<file path="src/rtl/fwb_pkg.sv">
// Shared constants for the Wishbone master-side protocol monitor.
package fwb_pkg;
  localparam int VIOL_MASTER = 0;
  localparam int VIOL_SLAVE  = 1;
  localparam int VIOL_W      = 2;
  localparam int TMR_W       = 32;
endpackage

</file>
<file path="src/rtl/fwb_timeout_counter.sv">
// Run-length timer: counts consecutive enabled cycles and flags the cycle
// in which the run would pass the limit (limit of 0 disables the flag).
module fwb_timeout_counter
  import fwb_pkg::*;
#(
  parameter int CW = TMR_W
) (
  input  logic          i_clk,
  input  logic          i_reset,
  input  logic          inc,
  input  logic          clr,
  input  logic [CW-1:0] limit,
  output logic          exceed
);
  logic [CW-1:0] count;

  always_ff @(posedge i_clk) begin
    if (i_reset || clr)
      count <= '0;
    else if (inc && count != '1)
      count <= count + CW'(1);
  end

  // Flag on the edge that would take the run past the limit, so the sticky
  // bit becomes visible the cycle after the offending one.
  assign exceed = (limit != '0) && inc && (count >= limit);
endmodule

</file>
<file path="src/rtl/fwb_master_monitor.sv">
// Passive pipelined Wishbone monitor: counts requests/responses in a bus
// cycle and records sticky master/slave protocol violations.
module fwb_master_monitor
  import fwb_pkg::*;
#(
  parameter int AW                   = 32,
  parameter int DW                   = 32,
  parameter int F_LGDEPTH            = 4,
  parameter int F_MAX_STALL          = 0,
  parameter int F_MAX_ACK_DELAY      = 0,
  parameter int F_OPT_RMW_BUS_OPTION = 1,
  parameter int F_OPT_DISCONTINUOUS  = 0
) (
  input  logic                 i_clk,
  input  logic                 i_reset,
  input  logic                 i_wb_cyc,
  input  logic                 i_wb_stb,
  input  logic                 i_wb_we,
  input  logic [AW-1:0]        i_wb_addr,
  input  logic [DW-1:0]        i_wb_data,
  input  logic [DW/8-1:0]      i_wb_sel,
  input  logic                 i_wb_ack,
  input  logic                 i_wb_stall,
  input  logic [DW-1:0]        i_wb_idata,
  input  logic                 i_wb_err,
  output logic [F_LGDEPTH-1:0] f_nreqs,
  output logic [F_LGDEPTH-1:0] f_nacks,
  output logic [F_LGDEPTH-1:0] f_outstanding,
  output logic [VIOL_W-1:0]    f_violation
);
  logic req, resp;
  logic after_reset, past_cyc, past_stb, past_hold, past_err, past_idle;
  logic seen_stb, stb_dropped;
  logic            past_we;
  logic [AW-1:0]   past_addr;
  logic [DW-1:0]   past_data;
  logic [DW/8-1:0] past_sel;
  logic stall_inc, delay_inc, stall_exceed, delay_exceed;
  logic master_bad, slave_bad;
  logic [VIOL_W-1:0] viol_now;
  logic unused_idata;

  assign unused_idata = ^i_wb_idata;

  assign req  = i_wb_cyc && i_wb_stb && !i_wb_stall;
  assign resp = i_wb_cyc && (i_wb_ack || i_wb_err);

  always_ff @(posedge i_clk) begin
    if (i_reset || !i_wb_cyc) begin
      f_nreqs <= '0;
      f_nacks <= '0;
    end else begin
      if (req)  f_nreqs <= f_nreqs + F_LGDEPTH'(1);
      if (resp) f_nacks <= f_nacks + F_LGDEPTH'(1);
    end
  end

  assign f_outstanding = i_wb_cyc ? (f_nreqs - f_nacks) : '0;

  // One-cycle history of the bus used by the sequential rules.
  always_ff @(posedge i_clk) begin
    if (i_reset) begin
      after_reset <= 1'b1;
      past_cyc    <= 1'b0;
      past_stb    <= 1'b0;
      past_hold   <= 1'b0;
      past_err    <= 1'b0;
      past_idle   <= 1'b0;
    end else begin
      after_reset <= 1'b0;
      past_cyc    <= i_wb_cyc;
      past_stb    <= i_wb_cyc && i_wb_stb;
      past_hold   <= i_wb_cyc && i_wb_stb && i_wb_stall;
      past_err    <= i_wb_cyc && i_wb_err;
      past_idle   <= i_wb_cyc && !i_wb_stb && (f_outstanding == '0);
    end
  end

  always_ff @(posedge i_clk) begin
    past_we   <= i_wb_we;
    past_addr <= i_wb_addr;
    past_data <= i_wb_data;
    past_sel  <= i_wb_sel;
  end

  // Tracks whether STB has already fallen inside the current bus cycle.
  always_ff @(posedge i_clk) begin
    if (i_reset || !i_wb_cyc) begin
      seen_stb    <= 1'b0;
      stb_dropped <= 1'b0;
    end else begin
      if (i_wb_stb) seen_stb <= 1'b1;
      if (seen_stb && !i_wb_stb) stb_dropped <= 1'b1;
    end
  end

  assign stall_inc = i_wb_cyc && i_wb_stb && i_wb_stall;
  assign delay_inc = i_wb_cyc && (f_outstanding != '0) && !resp;

  fwb_timeout_counter u_stall_tmr (
    .i_clk   (i_clk),
    .i_reset (i_reset),
    .inc     (stall_inc),
    .clr     (!stall_inc),
    .limit   (TMR_W'(F_MAX_STALL)),
    .exceed  (stall_exceed)
  );

  fwb_timeout_counter u_delay_tmr (
    .i_clk   (i_clk),
    .i_reset (i_reset),
    .inc     (delay_inc),
    .clr     (!delay_inc),
    .limit   (TMR_W'(F_MAX_ACK_DELAY)),
    .exceed  (delay_exceed)
  );

  always_comb begin
    master_bad = 1'b0;
    if (i_wb_stb && !i_wb_cyc) master_bad = 1'b1;
    if (after_reset && (i_wb_cyc || i_wb_stb)) master_bad = 1'b1;
    if (past_hold && i_wb_cyc && (!i_wb_stb || i_wb_addr != past_addr ||
        i_wb_we != past_we || i_wb_data != past_data || i_wb_sel != past_sel))
      master_bad = 1'b1;
    if (past_stb && i_wb_cyc && i_wb_stb && i_wb_we != past_we) master_bad = 1'b1;
    if ((F_OPT_DISCONTINUOUS == 0) && i_wb_cyc && i_wb_stb && stb_dropped)
      master_bad = 1'b1;
    if ((F_OPT_RMW_BUS_OPTION == 0) && past_idle && i_wb_cyc) master_bad = 1'b1;
    if (past_err && i_wb_cyc) master_bad = 1'b1;
    if (req && (&f_nreqs)) master_bad = 1'b1;
  end

  // The cycle CYC falls may still carry a late ack; only flag stray
  // responses once CYC was already low on the previous cycle.
  always_comb begin
    slave_bad = 1'b0;
    if (!i_wb_cyc && !past_cyc && (i_wb_ack || i_wb_err)) slave_bad = 1'b1;
    if (resp && (f_outstanding == '0) && !req) slave_bad = 1'b1;
    if (stall_exceed || delay_exceed) slave_bad = 1'b1;
  end

  always_comb begin
    viol_now              = '0;
    viol_now[VIOL_MASTER] = master_bad;
    viol_now[VIOL_SLAVE]  = slave_bad;
  end

  always_ff @(posedge i_clk) begin
    if (i_reset) f_violation <= '0;
    else         f_violation <= f_violation | viol_now;
  end
endmodule

</file>
<file path="config.mk">
export PLATFORM = sky130hd
export DESIGN_NAME = fwb_master_monitor
export DESIGN_NICKNAME = d
export VERILOG_FILES = /design/src/rtl/fwb_pkg.sv /design/src/rtl/fwb_timeout_counter.sv /design/src/rtl/fwb_master_monitor.sv
export SDC_FILE = /design/constraint.sdc
export NUM_CORES = 1
export LEC_CHECK = 0
export CORE_MARGIN = 4
export CORE_UTILIZATION = 47
export CTS_BUF_LIST = sky130_fd_sc_hd__clkbuf_8
export DETAILED_ROUTE_END_ITERATION = 10
export GPL_TIMING_DRIVEN = 0
export PLACE_DENSITY = 0.9
export SLEW_MARGIN = 20
export SYNTH_ARGS = -nofsm -noshare
export SYNTH_HDL_FRONTEND = slang
export SYNTH_SLANG_ARGS = --single-unit
</file>
<file path="constraint.sdc">
create_clock -name i_clk -period 2.7 [get_ports i_clk]
set_input_delay 0.54 -clock i_clk [delete_from_list [all_inputs] [get_ports i_clk]]
set_output_delay 0.54 -clock i_clk [all_outputs]
set_load 0.01 [all_outputs]
</file>
==> impl_metrics.py, run 1 <==
metrics = {
    "run_status": {
        "status": "finished clean",
    },
    "cells_and_area": {
        "antennaDiodeCount": 0,
        "nets": 477,
        "final_cells": 443,
        "drive_gt1_share_pct": 5.98,
        "multi_input_area_um2": 1140,
        "ff_latch_area_um2": 1730,
        "fillers": 479,
        "postLayoutCellArea_um2": 4190,
        "area_growth_pct": 41.8,
    },
    "clock_network": {
        "clk_pin_slew_ns": 0.08,
        "root_buffer": "clkbuf_8",
        "htree_levels": 3,
        "clkLatencyLatePin_ns": 0.34,
        "clockBufferDepth": 2,
        "cts.sinks": 86,
        "cts_setup_buffers": 0,
        "cts_tree": "yes",
        "cts_hold_buffers": 0,
        "cts_made_buffers": 9,
    },
    "setup_path": {
        "rr_startpoint": "past_we",
        "rrSetupSlack_ns": 0.85,
        "worstPathRequired_ns": 2.16,
        "cpLargestDelayFamily": "adder cells",
        "worstPathCellList": "inv_1 -> ha_1 -> fa_1 -> xnor2_1 -> and2_1 -> dlygate4sd2_1",
        "worstSetupPathType": "reg2out",
        "crit_buf_inv": 2,
        "endpoint_kind": "output port",
        "regToRegEndpoint": "f_violation[0]",
        "ff2ff_path_depth": 6,
        "max_stage_delay_ns": 0.38,
        "slowest_stage": "dfxtp_2",
        "cp-start-kind": "flop",
        "crit_fanout": 5,
        "worstPathArrival_ns": 2.00,
    },
    "timing": {
        "final.setup.tns_ns": 0,
        "max_freq_mhz": 393,
        "layout_min_cycle_time_ns": 2.54,
        "worst_pin_slew_ns": 0.475,
        "slew_headroom_pct": 68.3,
        "setup_ws_ns": 0.157,
        "whs_ns": 0.481,
        "fin_crit_sh_pct": 94.2,
        "hold_viol": 0,
        "slew_viol_final": 0,
        "rsz0062_at_grt": "false",
        "setup_violations": 0,
        "fin_skew_ns": 0.0158,
    },
    "power_and_ir_drop": {
        "p_int_mw": 2.16,
        "seq_power_share_pct": 49.9,
        "switchingPower_mw": 0.569,
        "ir_drop_uv": 482,
        "clkPwrFrac_pct": 39.2,
        "pwr-share-comb_pct": 10.9,
        "powerDensity_nw_per_um2": 651,
        "p_leak_nw": 1.65,
        "swShare_pct": 20.9,
    },
    "placed_design": {
        "placed_area_um2": 3940,
        "gp_congestion": 0.849,
        "dp_cells": 428,
        "dp_hpwl_um": 4670,
        "portBuffers": 89,
        "place_ws_ns": 0.0527,
    },
    "synth": {
        "synthCells": 264,
        "synthArstFlopShare_pct": 0,
        "netlist_area_um2": 2950,
        "syn_avg_cell_area_um2": 11.2,
        "ys_seq_area_share_pct": 58.3,
        "synth_warnings": 0,
        "synth_ff_type": "dfxtp_1",
        "synth-seq-cells": 86,
        "synth_edf_count": 0,
        "syn-num-nets": 378,
        "synth_cell_types": 34,
    },
    "grt": {
        "grt_max_degree": 15,
        "antenna_found_initial": 0,
        "grt_pass1_vias": 2178,
        "track_usage_pct": 16.3,
        "gr-total-overflow": 0,
        "grt_pass1_wl_um": 9730,
    },
    "detailed_routing": {
        "drt-initial-drc-count": 46,
        "via_per_inst": 4.71,
        "wl_per_cell_um": 13.5,
        "route.detailed.drc": 0,
        "totalWireLength_um": 5990,
        "ant_nets": 0,
        "firstDrtPassIters": 4,
        "vias": 2085,
    },
    "die": {
        "die_w_um": 87.3,
        "rows": 28,
        "die_h_um": 87.3,
        "dieArea_um2": 7620,
        "core_um2": 6030,
        "io-pin-count": 122,
        "initial_core_util_pct": 49.0,
    },
    "flow_run": {
        "drv_cap": 0,
    },
    "hold_path": {
        "min_to": "seen_stb",
        "min_from": "seen_stb",
        "hold_depth": 2,
        "min_path_type": "reg2reg",
    },
}
==> worst min-delay path: stages (launching register included) <==
cell and delay, ns:
dfxtp_1 0.33, nor2_1 0.05, nor2_1 0.07
==> per-stage QoR <==
step | utilization, % | power (mW)
final | 69.5 | 2.73
after global routing | 69.5 | 2.84
after CTS | 69.5 | 2.76
after detailed placement | 65.4 | 1.69
after global placement | 65.4 | 1.68
after floorplan | - | 1.52
==> sequential cells by signal (all words and copies together), names as in the netlist <==
name,cells
past_cyc,1
past_stb,1
f_nacks,4
past_err,1
stb_dropped,1
past_sel,4
after_reset,1
past_addr,32
past_we,1
f_violation,2
past_hold,1
seen_stb,1
past_data,32
f_nreqs,4
==> what timing repair did <==
item / in CTS / in global routing
resized for setup: 6 / 1
pin swaps: 0 / 0
gates cloned: 0 / 0
endpoints found under the setup margin: 3 / 2
==> Yosys cell counts, types with 3 or more instances <==
library cell  instances  area [um^2]
a221oi_1              4         35.0
nand2_1               4         15.0
xor2_1               14          123
nand4_1              13         81.3
dfxtp_1              86         1720
nor2_1               18         67.6
nor2b_1               3         18.8
inv_1                20         75.1
a21oi_1               7         35.0
xnor2_1              49          429
and2_1                3         18.8
nor4_1                6         37.5
o22ai_1               6         37.5
ha_1                  5         62.6
==> per-layer routing <==
metal | up-vias | GRT usage (%) | wire, um
li1 | 1082 | - | -
met1 | 953 | 18.6 | 2530
met2 | 45 | 29.1 | 3140
met3 | 5 | 3.50 | 273
met4 | 0 | 6.69 | 56
met5 | - | 0 | 0
==> power by group through the flow <==
stage          clock network [mW]  logic (mW)  registers (mW)
6_report                     1.07       0.296            1.36
5_1_grt                      1.15       0.322            1.37
4_1_cts                      1.10       0.300            1.36
3_5_place_dp                    0       0.298            1.39
3_3_place_gp                    0       0.291            1.39
2_1_floorplan                   0       0.128            1.39
==> layout make-up <==
| class | count | share of cell area (%) |
|---|---|---|
| Clock inverter | 6 | 2.63 |
| Sequential cell | 86 | 41.2 |
| Clock buffer | 10 | 3.29 |
| Timing Repair Buffer | 89 | 21.3 |
| Tap cell | 75 | 2.24 |
| Multi-Input combinational cell | 154 | 27.3 |
| Inverter | 22 | 1.97 |
| Buffer | 1 | 0.0896 |
==> cell families after synthesis <==
group | after synthesis | synth area share (%)
DFF | 86 | 58.3
muxes | 1 | 0.339
adders and majority gates | 6 | 2.80
xor gates and xnor gates | 63 | 18.7
buffers and inverters | 24 | 3.05
AOI/OAI and AO/OA | 26 | 5.93
and+or+nand+nor | 58 | 10.9
==> placed cells by master (no fill, tap or decap), types with 3 or more instances in the layout <==
| cell | count |
|---|---|
| a21oi_1 | 7 |
| a221oi_1 | 4 |
| and2_1 | 3 |
| bufinv_16 | 3 |
| clkbuf_8 | 10 |
| clkdlybuf4s50_1 | 86 |
| dfxtp_1 | 83 |
| ha_1 | 5 |
| inv_1 | 21 |
| nand2_1 | 4 |
| nand4_1 | 13 |
| nor2_1 | 18 |
| nor2b_1 | 3 |
| nor4_1 | 6 |
| o22ai_1 | 6 |
| xnor2_1 | 49 |
| xor2_1 | 14 |
==> how the worst max path moves through the flow <==
stage               startpoint          endpoint  cells past startpoint
floorplan           f_nacks[1]  f_outstanding[3]                      6
global placement      i_wb_cyc  f_outstanding[2]                      4
detailed placement    i_wb_cyc  f_outstanding[2]                      4
CTS                 f_nreqs[0]  f_outstanding[1]                      5
global route        f_nacks[1]  f_outstanding[3]                      7
finish              f_nreqs[0]  f_outstanding[2]                      6
Note: power is estimated with default switching activity, not from simulation.
==> run 2, diff against run 1 <==
- CORE_MARGIN: 4 -> default
- MAX_ROUTING_LAYER: default -> met4
==> run 2 against run 1 <==
Wire length fell by 7.9%. Global-route usage grew 2.1 points. Total power shrank 4.5%. Non-clock buffer count rose by 1. Cell area down 0.63%. Clock skew shrank 0.0082 ns. Critical path depth shrank 2. Sequential power about the same. Critical endpoint is now f_outstanding[0]. Highest routed layer unchanged.
==> impl_metrics.py, run 2 (synthesized netlist as in run 1, its figures left out) <==
metrics = {
    "placed_design": {
        "portBuffers": 89,
        "placed_area_um2": 3940,
        "dp_hpwl_um": 4400,
        "gp_congestion": 0.784,
    },
    "hold_path": {
        "hold_depth": 2,
        "min_path_type": "reg2reg",
        "min_from": "seen_stb",
        "min_to": "seen_stb",
    },
    "detailed_routing": {
        "drt-initial-drc-count": 90,
        "totalWireLength_um": 5520,
        "route.detailed.drc": 0,
        "firstDrtPassIters": 4,
        "via_per_inst": 4.83,
        "ant_nets": 0,
        "wl_per_cell_um": 12.4,
        "vias": 2144,
    },
    "clock_network": {
        "cts.sinks": 86,
        "cts_tree": "yes",
        "clk_pin_slew_ns": 0.07,
        "cts_made_buffers": 9,
        "cts_setup_buffers": 0,
        "root_buffer": "clkbuf_8",
        "post_cts_resized": 7,
        "cts_hold_buffers": 0,
        "htree_levels": 3,
        "clockBufferDepth": 2,
        "clkLatencyLatePin_ns": 0.34,
    },
    "die": {
        "io-pin-count": 122,
        "die_w_um": 81.3,
        "core_um2": 5990,
        "initial_core_util_pct": 49.3,
        "die_h_um": 81.3,
        "rows": 28,
        "dieArea_um2": 6610,
    },
    "grt": {
        "grt_pass1_vias": 2184,
        "antenna_found_initial": 0,
        "grt_max_degree": 15,
        "grt_pass1_wl_um": 8790,
        "gr-total-overflow": 0,
        "track_usage_pct": 18.3,
    },
    "cells_and_area": {
        "antennaDiodeCount": 0,
        "top_regs": "past_addr: 32 flops, past_data: 32 flops",
        "final_common_cell": "clkdlybuf4s50_1",
        "drive_gt1_share_pct": 6.23,
        "fillers": 455,
        "area_growth_pct": 40.9,
        "mostFrequentLayoutCells": "clkdlybuf4s50_1 (86), dfxtp_1 (83), xnor2_1 (49)",
        "postLayoutCellArea_um2": 4160,
        "nets": 478,
    },
    "setup_path": {
        "endpoint_kind": "output port",
        "path_common_cell": "clkdlybuf4s50_1",
        "cpLargestDelayFamily": "buffers and inverters",
        "worstPathArrival_ns": 2.08,
        "max_stage_delay_ns": 0.53,
        "crit_fanout": 10,
        "cp-start-kind": "input pin",
        "rrSetupSlack_ns": 0.79,
        "worstSetupPathType": "in2out",
        "slowest_stage": "clkdlybuf4s50_1",
        "worstPathCellList": "clkdlybuf4s50_1 -> clkbuf_1 -> nor2b_1 -> clkdlybuf4s50_1",
        "ff2ff_path_depth": 6,
        "regToRegEndpoint": "f_violation[0]",
        "crit_buf_inv": 3,
        "rr_startpoint": "past_we",
        "worstPathRequired_ns": 2.16,
    },
    "timing": {
        "fin_crit_sh_pct": 97.2,
        "max_freq_mhz": 381,
        "slew_viol_final": 0,
        "setup_violations": 0,
        "layout_min_cycle_time_ns": 2.62,
        "rsz0062_at_grt": "false",
        "slew_headroom_pct": 69.3,
        "hold_viol": 0,
        "whs_ns": 0.474,
        "final.setup.tns_ns": 0,
        "fin_skew_ns": 0.00764,
        "worst_pin_slew_ns": 0.460,
    },
    "power_and_ir_drop": {
        "pwr-share-comb_pct": 11.4,
        "ir_drop_uv": 504,
        "switchingPower_mw": 0.569,
        "powerDensity_nw_per_um2": 626,
        "swShare_pct": 21.8,
        "clkPwrFrac_pct": 36.4,
        "p_leak_nw": 1.64,
        "seq_power_share_pct": 52.2,
        "p_int_mw": 2.04,
    },
    "run_status": {
        "status": "finished clean",
    },
    "flow_run": {
        "drv_cap": 0,
    },
}
## run 2: cell count changes in the layout (fill, tap and decap cells not counted), sizes merged
cell    delta
clkinv     +2
bufinv     -1
## run 2: worst max-delay path by stage
stage | slack (ns) | end | cells after the start | startpoint
floorplan | 0.73 | f_outstanding[3] | 6 | f_nacks[1]
global placement | 0.08 | f_outstanding[2] | 4 | i_wb_cyc
detailed placement | 0.05 | f_outstanding[2] | 4 | i_wb_cyc
CTS | 0.03 | f_outstanding[1] | 5 | f_nreqs[0]
global route | 0.01 | f_outstanding[0] | 4 | i_wb_cyc
finish | 0.08 | f_outstanding[0] | 4 | i_wb_cyc
## run 2: final cells by class
cell class | count | area [um^2] | share of cell area [%]
plain buffers | 2 | 7.51 | 0.180
well taps | 75 | 93.8 | 2.25
clock inverters | 7 | 90.1 | 2.16
clock buffers | 9 | 124 | 2.98
multi-input cells | 154 | 1150 | 27.5
repair buffers | 89 | 891 | 21.4
inverters | 22 | 82.6 | 1.98
flip-flops and latches | 86 | 1730 | 41.5
## run 2: worst register-to-register path, delay by kind of cell (launching register included)
| family | cells | cell delay (ns) |
|---|---|---|
| and+or+nand+nor | 3 | 0.89 |
| DFF | 1 | 0.31 |
| AOI/OAI and AO/OA | 2 | 0.43 |
| xor gates and xnor gates | 1 | 0.17 |
## run 2: metrics by stage
step           instances  utilization [%]  power (mW)  setup WS [ns]
6_report             444             69.5        2.61         0.0762
2_1_floorplan        264                -        1.52          0.735
3_3_place_gp         428             65.7        1.68         0.0840
5_1_grt              444             69.5        2.72         0.0104
4_1_cts              444             69.4        2.63         0.0271
3_5_place_dp         428             65.7        1.69         0.0482
## run 2: power by group through the flow
stage,registers (mW),clock network (mW),logic [mW]
global placement,1.39,0,0.289
CTS,1.36,0.970,0.299
detailed placement,1.39,0,0.298
global route,1.37,1.03,0.323
floorplan,1.39,0,0.128
finish,1.36,0.948,0.297
## run 2: routing by layer
layer	track usage, %	part of all wire, %	up-vias
met5	-	0	-
met4	10.4	2.2	0
met3	5.39	5.7	13
met2	30.7	50	68
met1	19.2	42	971
li1	-	-	1092
